`config.mk`:
```
export PLATFORM = sky130hd
export DESIGN_NAME = adaptimer_s_axi_regs_flat
export DESIGN_NICKNAME = d
export VERILOG_FILES = /design/src/rtl/adaptimer_s_axi_regs_pkg.sv /design/src/rtl/adaptimer_s_axi_regs_if.sv /design/src/rtl/adaptimer_s_axi_regs.sv /design/src/flat_wrapper.sv
export SDC_FILE = /design/constraint.sdc
export NUM_CORES = 1
export LEC_CHECK = 0
export CAP_MARGIN = 40
export CORE_ASPECT_RATIO = 0.6
export CORE_MARGIN = 8
export CORE_UTILIZATION = 46
export CTS_CLUSTER_SIZE = 16
export DETAILED_ROUTE_END_ITERATION = 7
export PLACE_DENSITY = 0.8
export SETUP_SLACK_MARGIN = 0.4
export SLEW_MARGIN = 10
export SYNTH_ARGS = -nofsm -noshare
export SYNTH_HDL_FRONTEND = slang
export SYNTH_SLANG_ARGS = --single-unit
```
`constraint.sdc`:
```
create_clock -name S_AXI_ACLK -period 3.1 [get_ports S_AXI_ACLK]
set_clock_uncertainty 0.05 [all_clocks]
set_input_delay 0.465 -clock S_AXI_ACLK [delete_from_list [all_inputs] [get_ports S_AXI_ACLK]]
set_output_delay 0.465 -clock S_AXI_ACLK [all_outputs]
set_load 0.1 [all_outputs]
```
`src/rtl/adaptimer_s_axi_regs_pkg.sv`:
```
// Shared constants for the adaptive-timer AXI4-Lite register block: response codes,
// register byte offsets and the write/read channel state encodings.
package adaptimer_pkg;

  localparam logic [1:0] RESP_OKAY = 2'b00;

  localparam logic [3:0] REG0 = 4'h0;
  localparam logic [3:0] REG1 = 4'h4;
  localparam logic [3:0] REG2 = 4'h8;
  localparam logic [3:0] REG3 = 4'hC;

  localparam logic [0:0] W_IDLE = 1'b0;
  localparam logic [0:0] W_RESP = 1'b1;
  localparam logic [0:0] R_IDLE = 1'b0;
  localparam logic [0:0] R_DATA = 1'b1;

endpackage

```
`src/rtl/adaptimer_s_axi_regs_if.sv`:
```
// AXI4-Lite slave bundle for the timer register block; master drives requests, slave answers.
interface adaptimer_s_axi_regs_if #(
  parameter int DATA_W = 32,
  parameter int ADDR_W = 4
);
  logic [ADDR_W-1:0]   awaddr;
  logic [2:0]          awprot;
  logic                awvalid;
  logic                awready;
  logic [DATA_W-1:0]   wdata;
  logic [DATA_W/8-1:0] wstrb;
  logic                wvalid;
  logic                wready;
  logic [1:0]          bresp;
  logic                bvalid;
  logic                bready;
  logic [ADDR_W-1:0]   araddr;
  logic [2:0]          arprot;
  logic                arvalid;
  logic                arready;
  logic [DATA_W-1:0]   rdata;
  logic [1:0]          rresp;
  logic                rvalid;
  logic                rready;

  modport master (
    output awaddr, awprot, awvalid, input awready,
    output wdata, wstrb, wvalid, input wready,
    input bresp, bvalid, output bready,
    output araddr, arprot, arvalid, input arready,
    input rdata, rresp, rvalid, output rready
  );

  modport slave (
    input awaddr, awprot, awvalid, output awready,
    input wdata, wstrb, wvalid, output wready,
    output bresp, bvalid, input bready,
    input araddr, arprot, arvalid, output arready,
    output rdata, rresp, rvalid, input rready
  );
endinterface

```
`src/rtl/adaptimer_s_axi_regs.sv`:
```
// Four 32-bit AXI4-Lite control registers for the timer core. Write: BVALID one cycle after the
// AW+W handshake; read: RVALID one cycle after AR. Responses hold until BREADY/RREADY.
module adaptimer_s_axi_regs
  import adaptimer_pkg::*;
#(
  parameter int C_S_AXI_DATA_WIDTH = 32,
  parameter int C_S_AXI_ADDR_WIDTH = 4
) (
  input  logic                          S_AXI_ACLK,
  input  logic                          S_AXI_ARESETN,
  adaptimer_s_axi_regs_if.slave         s_axi,
  output logic [C_S_AXI_DATA_WIDTH-1:0] reg0_o,
  output logic [C_S_AXI_DATA_WIDTH-1:0] reg1_o,
  output logic [C_S_AXI_DATA_WIDTH-1:0] reg2_o,
  output logic [C_S_AXI_DATA_WIDTH-1:0] reg3_o,
  output logic [3:0]                    reg_wr_o
);

  localparam int DW = C_S_AXI_DATA_WIDTH;

  logic [0:0]    w_state;
  logic [0:0]    r_state;
  logic          awready_q;
  logic          bvalid_q;
  logic          arready_q;
  logic          rvalid_q;
  logic [DW-1:0] rdata_q;
  logic [3:0]    reg_wr_q;
  logic [DW-1:0] regs_q [4];
  logic [1:0]    w_idx;
  logic [1:0]    r_idx;
  logic          aw_hs;
  logic          ar_hs;
  logic          unused_ok;

  function automatic logic [DW-1:0] strb_merge(input logic [DW-1:0] cur,
                                               input logic [DW-1:0] nxt,
                                               input logic [DW/8-1:0] strb);
    logic [DW-1:0] res;
    res = cur;
    for (int b = 0; b < DW/8; b++)
      if (strb[b]) res[8*b +: 8] = nxt[8*b +: 8];
    return res;
  endfunction

  assign w_idx = s_axi.awaddr[3:2];
  assign r_idx = s_axi.araddr[3:2];
  // READY is registered, so a handshake completes on the edge after both VALIDs are seen together.
  assign aw_hs = awready_q && s_axi.awvalid && s_axi.wvalid;
  assign ar_hs = arready_q && s_axi.arvalid;

  always_ff @(posedge S_AXI_ACLK) begin
    if (!S_AXI_ARESETN) begin
      w_state   <= W_IDLE;
      awready_q <= 1'b0;
      bvalid_q  <= 1'b0;
      reg_wr_q  <= '0;
      for (int i = 0; i < 4; i++) regs_q[i] <= '0;
    end else begin
      reg_wr_q <= '0;
      case (w_state)
        W_IDLE: begin
          if (aw_hs) begin
            regs_q[w_idx] <= strb_merge(regs_q[w_idx], s_axi.wdata, s_axi.wstrb);
            reg_wr_q      <= 4'b0001 << w_idx;
            awready_q     <= 1'b0;
            bvalid_q      <= 1'b1;
            w_state       <= W_RESP;
          end else begin
            awready_q <= s_axi.awvalid && s_axi.wvalid && !awready_q && !bvalid_q;
          end
        end
        default: begin
          if (s_axi.bready) begin
            bvalid_q <= 1'b0;
            w_state  <= W_IDLE;
          end
        end
      endcase
    end
  end

  // Reads sample regs_q before any same-edge write lands, giving the pre-write value.
  always_ff @(posedge S_AXI_ACLK) begin
    if (!S_AXI_ARESETN) begin
      r_state   <= R_IDLE;
      arready_q <= 1'b0;
      rvalid_q  <= 1'b0;
      rdata_q   <= '0;
    end else begin
      case (r_state)
        R_IDLE: begin
          if (ar_hs) begin
            rdata_q   <= regs_q[r_idx];
            arready_q <= 1'b0;
            rvalid_q  <= 1'b1;
            r_state   <= R_DATA;
          end else begin
            arready_q <= s_axi.arvalid && !arready_q && !rvalid_q;
          end
        end
        default: begin
          if (s_axi.rready) begin
            rvalid_q <= 1'b0;
            r_state  <= R_IDLE;
          end
        end
      endcase
    end
  end

  assign s_axi.awready = awready_q;
  assign s_axi.wready  = awready_q;
  assign s_axi.bvalid  = bvalid_q;
  assign s_axi.bresp   = RESP_OKAY;
  assign s_axi.arready = arready_q;
  assign s_axi.rvalid  = rvalid_q;
  assign s_axi.rdata   = rdata_q;
  assign s_axi.rresp   = RESP_OKAY;

  assign reg0_o   = regs_q[0];
  assign reg1_o   = regs_q[1];
  assign reg2_o   = regs_q[2];
  assign reg3_o   = regs_q[3];
  assign reg_wr_o = reg_wr_q;

  assign unused_ok = ^{s_axi.awprot, s_axi.arprot, s_axi.awaddr[1:0], s_axi.araddr[1:0]};

endmodule

```
`src/flat_wrapper.sv`:
```
// flat-port wrapper written by rule: the top's interface ports become plain ports
module adaptimer_s_axi_regs_flat import adaptimer_pkg::*;
#(
  parameter int C_S_AXI_DATA_WIDTH = 32,
  parameter int C_S_AXI_ADDR_WIDTH = 4
)
  (S_AXI_ACLK, S_AXI_ARESETN, reg0_o, reg1_o, reg2_o, reg3_o, reg_wr_o, s_axi_awaddr, s_axi_awprot, s_axi_awvalid, s_axi_awready, s_axi_wdata, s_axi_wstrb, s_axi_wvalid, s_axi_wready, s_axi_bresp, s_axi_bvalid, s_axi_bready, s_axi_araddr, s_axi_arprot, s_axi_arvalid, s_axi_arready, s_axi_rdata, s_axi_rresp, s_axi_rvalid, s_axi_rready);
  adaptimer_s_axi_regs_if #(.DATA_W(32), .ADDR_W(4)) s_axi_i ();
  input  logic S_AXI_ACLK;
  input  logic S_AXI_ARESETN;
  output logic [C_S_AXI_DATA_WIDTH-1:0] reg0_o;
  output logic [C_S_AXI_DATA_WIDTH-1:0] reg1_o;
  output logic [C_S_AXI_DATA_WIDTH-1:0] reg2_o;
  output logic [C_S_AXI_DATA_WIDTH-1:0] reg3_o;
  output logic [3:0] reg_wr_o;
  input wire logic [$bits(s_axi_i.awaddr)-1:0] s_axi_awaddr;
  input wire logic [$bits(s_axi_i.awprot)-1:0] s_axi_awprot;
  input wire logic [$bits(s_axi_i.awvalid)-1:0] s_axi_awvalid;
  output wire logic [$bits(s_axi_i.awready)-1:0] s_axi_awready;
  input wire logic [$bits(s_axi_i.wdata)-1:0] s_axi_wdata;
  input wire logic [$bits(s_axi_i.wstrb)-1:0] s_axi_wstrb;
  input wire logic [$bits(s_axi_i.wvalid)-1:0] s_axi_wvalid;
  output wire logic [$bits(s_axi_i.wready)-1:0] s_axi_wready;
  output wire logic [$bits(s_axi_i.bresp)-1:0] s_axi_bresp;
  output wire logic [$bits(s_axi_i.bvalid)-1:0] s_axi_bvalid;
  input wire logic [$bits(s_axi_i.bready)-1:0] s_axi_bready;
  input wire logic [$bits(s_axi_i.araddr)-1:0] s_axi_araddr;
  input wire logic [$bits(s_axi_i.arprot)-1:0] s_axi_arprot;
  input wire logic [$bits(s_axi_i.arvalid)-1:0] s_axi_arvalid;
  output wire logic [$bits(s_axi_i.arready)-1:0] s_axi_arready;
  output wire logic [$bits(s_axi_i.rdata)-1:0] s_axi_rdata;
  output wire logic [$bits(s_axi_i.rresp)-1:0] s_axi_rresp;
  output wire logic [$bits(s_axi_i.rvalid)-1:0] s_axi_rvalid;
  input wire logic [$bits(s_axi_i.rready)-1:0] s_axi_rready;
  assign s_axi_i.awaddr = s_axi_awaddr;
  assign s_axi_i.awprot = s_axi_awprot;
  assign s_axi_i.awvalid = s_axi_awvalid;
  assign s_axi_awready = s_axi_i.awready;
  assign s_axi_i.wdata = s_axi_wdata;
  assign s_axi_i.wstrb = s_axi_wstrb;
  assign s_axi_i.wvalid = s_axi_wvalid;
  assign s_axi_wready = s_axi_i.wready;
  assign s_axi_bresp = s_axi_i.bresp;
  assign s_axi_bvalid = s_axi_i.bvalid;
  assign s_axi_i.bready = s_axi_bready;
  assign s_axi_i.araddr = s_axi_araddr;
  assign s_axi_i.arprot = s_axi_arprot;
  assign s_axi_i.arvalid = s_axi_arvalid;
  assign s_axi_arready = s_axi_i.arready;
  assign s_axi_rdata = s_axi_i.rdata;
  assign s_axi_rresp = s_axi_i.rresp;
  assign s_axi_rvalid = s_axi_i.rvalid;
  assign s_axi_i.rready = s_axi_rready;
  adaptimer_s_axi_regs #(.C_S_AXI_DATA_WIDTH(C_S_AXI_DATA_WIDTH), .C_S_AXI_ADDR_WIDTH(C_S_AXI_ADDR_WIDTH)) u_core (.S_AXI_ACLK(S_AXI_ACLK), .S_AXI_ARESETN(S_AXI_ARESETN), .s_axi(s_axi_i), .reg0_o(reg0_o), .reg1_o(reg1_o), .reg2_o(reg2_o), .reg3_o(reg3_o), .reg_wr_o(reg_wr_o));
endmodule
```
==> flow_metrics.tcl <==
set metrics [dict create \
    outcome "finished clean" \
    num_rows 35 \
    clkPwrFrac_pct 36.6 \
    pwr-share-comb_pct 17.8 \
    post-place-ws_ns 0.438 \
    die_w_um 175 \
    syn_area_um2 7010 \
    dr_total_vias 5181 \
    antenna_cells 0 \
    met3_wirelength_mm 2.20 \
    core-area_um2 15100 \
    drive_gt1_share_pct 39.3 \
    ys_ff_latch 170 \
    crit_type "input port to register" \
    dp_hpwl_mm 15.6 \
    crit_path_top_delay_cell "or4_4" \
    detail-route-antenna-nets 0 \
    worst_path_largest_cell_delay_ns 0.58 \
    seqPwrFrac_pct 45.6 \
    synth_cell_types 29 \
    clkLatencyLatePin_ns 0.41 \
    ir_drop_mv 0.387 \
    min_period_ns 2.23 \
    worstPathRequired_ns 3.17 \
    power.leakage_uw 0.00398 \
    hold_path_class "register to register" \
    overflow 0 \
    maxSlewHeadroom_pct 41.3 \
    crit_path_end_kind "register" \
    routed_via_density 5.51 \
    initial_core_util_pct 46.4 \
    finalSetupTns_ns 0 \
    clockBufferDepth 2 \
    max_freq_mhz 449 \
    slew_viol_final 0 \
    avgRoutedWirePerCell_um 22.5 \
    fillers 1141 \
    synth_edf_count 128 \
    path_buf_inv 2 \
    drt_iter0_drc 363 \
    crit_family "simple AND/OR/NAND/NOR gates" \
    syn_to_final_growth_pct 36.6 \
    crit_path_max_fanout 36 \
    rsz0062_at_grt "no" \
    ios 230 \
    die_area_um2 19600 \
    finalCritPeriodShare_pct 71.9 \
    dr.pass1.iters 5 \
    grt_pass1_wl_mm 31.8 \
    grt_max_degree 37 \
    p_int_uw 3900 \
    final-setup-viol-count 0 \
    hold_viol 0 \
    crit_chain "clkdlybuf4s50_1, or4_4, and3_4, a21oi_1, buf_4" \
    worst_pin_slew_ns 0.880 \
    yosys_warnings 0 \
    antenna_found_initial 0 \
    drc 0 \
    port_buffers 215 \
    holdBufCountCts 0 \
    grt_usage_pct 21.2 \
    crit_path_start_kind "input port" \
    synthCells 502 \
    post_cts_buffers 0 \
    ys_seq_area_share_pct 66.8 \
    htreeDepth 4 \
    clkTransAtPathRegs_ns 0.06 \
    met2_length_mm 9.98 \
    avgSynthCellArea_um2 14.0 \
    swShare_pct 30.7 \
    p_per_area_nw_per_um2 587 \
    synthArstFlopShare_pct 0 \
    cts_tree "done" \
    routed_wl_mm 21.2 \
    grt_pass1_vias 5434 \
    max-cap-violations 0 \
    nets 782 \
    numCtsBuffers 17 \
    cts-resized-gates 0 \
    netSwitchingPower_uw 1730 \
    cts_root_buf "clkbuf_16" \
    top_layer "met4" \
    gp_congestion 0.844 \
    worst_slack_ns 0.871 \
    die_height_um 112 \
    arrival_ns 2.30 \
    yosys_most_used_dff "edfxtp_1" \
    m1WireLength_mm 8.79 \
    numClockSinks 170 \
]
[final timing paths]
| kind | from | to | slack (ns) | cells after the start |
|---|---|---|---|---|
| max | s_axi_wstrb[1] | u_core.regs_q[3][6] | 0.87 | 5 |
| min | u_core.s_axi.rdata[27] | u_core.s_axi.rdata[27] | 0.43 | 1 |
| max reg2reg | u_core.s_axi.awready | u_core.regs_q[3][6] | 1.03 | 4 |
| min reg2reg | u_core.s_axi.rdata[27] | u_core.s_axi.rdata[27] | 0.43 | 1 |
[cells in the mapped netlist, types with 3 or more instances]
master,number,share of area (%)
a31oi_1,4,0.36
nand4_1,3,0.27
nand2b_1,5,0.45
and2_4,26,3.2
buf_4,5,0.54
nand2_1,39,2.1
buf_6,4,0.64
mux4_2,32,10
dfxtp_1,42,12
clkbuf_1,8,0.43
buf_1,4,0.21
nand3_1,4,0.29
buf_2,19,1.4
inv_1,7,0.37
o21ai_0,13,0.93
a21oi_1,7,0.50
edfxtp_1,128,55
nor2_1,102,5.5
a22o_1,32,4.0
and2_1,8,0.71
[layer usage]
layer / up-vias / GRT usage [%]
li1: 2266 / -
met1: 2568 / 27.7
met2: 324 / 33.8
met3: 23 / 6.22
met4: 0 / 6.02
met5: - / 0
[registers in the layout, summed over array words and instances, names as in the netlist]
signal,cells
u_core.r_state,1
u_core.reg_wr_o,4
u_core.regs_q,128
u_core.s_axi.arready,1
u_core.s_axi.awready,1
u_core.s_axi.bvalid,1
u_core.s_axi.rdata,32
u_core.s_axi.rvalid,1
u_core.w_state,1
[cells in the final DEF, fill, tap and decap left out, types with 5 or more instances in the layout]
| cell type | count |
|---|---|
| buf_4 | 193 |
| edfxtp_1 | 128 |
| nor2_1 | 101 |
| clkdlybuf4s50_1 | 44 |
| dfxtp_1 | 42 |
| nand2_1 | 39 |
| mux4_2 | 32 |
| a22o_1 | 32 |
| and2_4 | 26 |
| clkbuf_16 | 17 |
| o21ai_0 | 13 |
| and2_1 | 8 |
| inv_1 | 7 |
| a21oi_1 | 7 |
| nand2b_1 | 5 |
[cell type report]
type,count,area [um^2],share of cell area [%]
Clock buffer,18,439,4.59
Clock inverter,14,136,1.42
Inverter,8,30.0,0.314
Multi-Input combinational cell,287,2090,21.9
Sequential cell,170,4680,48.9
Tap cell,203,254,2.65
Timing Repair Buffer,241,1940,20.3
[power groups by stage]
stage	logic (uW)	clock network, uW	registers [uW]
floorplan	207	0	3130
global placement	994	0	2610
detailed placement	1010	0	2610
CTS	1010	2090	2560
global route	1030	2170	2570
finish	1000	2060	2560
[cell families (layout without fill, tap and decap cells)]
| logic type | Yosys count | after routing | synth area share [%] |
|---|---|---|---|
| buf+inv | 48 | 281 | 3.60 |
| other cells | 1 | 4 | 0.0535 |
| simple gates | 194 | 194 | 13.4 |
| compound gates | 57 | 57 | 5.89 |
| flops | 170 | 170 | 66.8 |
| mux | 32 | 32 | 10.3 |
[per-stage QoR]
| step | instance area (um^2) | cells | total power, uW | hold WS (ns) | util [%] |
|---|---|---|---|---|---|
| floorplan | 7020 | 505 | 3340 | 0.408 | - |
| global placement | 9000 | 909 | 3600 | 0.410 | 59.6 |
| detailed placement | 9000 | 909 | 3620 | 0.417 | 59.6 |
| CTS | 9580 | 941 | 5660 | 0.437 | 63.4 |
| global route | 9580 | 941 | 5780 | 0.448 | 63.4 |
| finish | 9580 | 941 | 5620 | 0.433 | 63.4 |
[worst register-to-register path, cell delays in order, from the launching register on]
cell     delay [ns]
dfxtp_1        0.53
and2_1         0.34
and3_4         0.56
a21oi_1        0.13
buf_4          0.21
(Power assumes the default switching activity.)
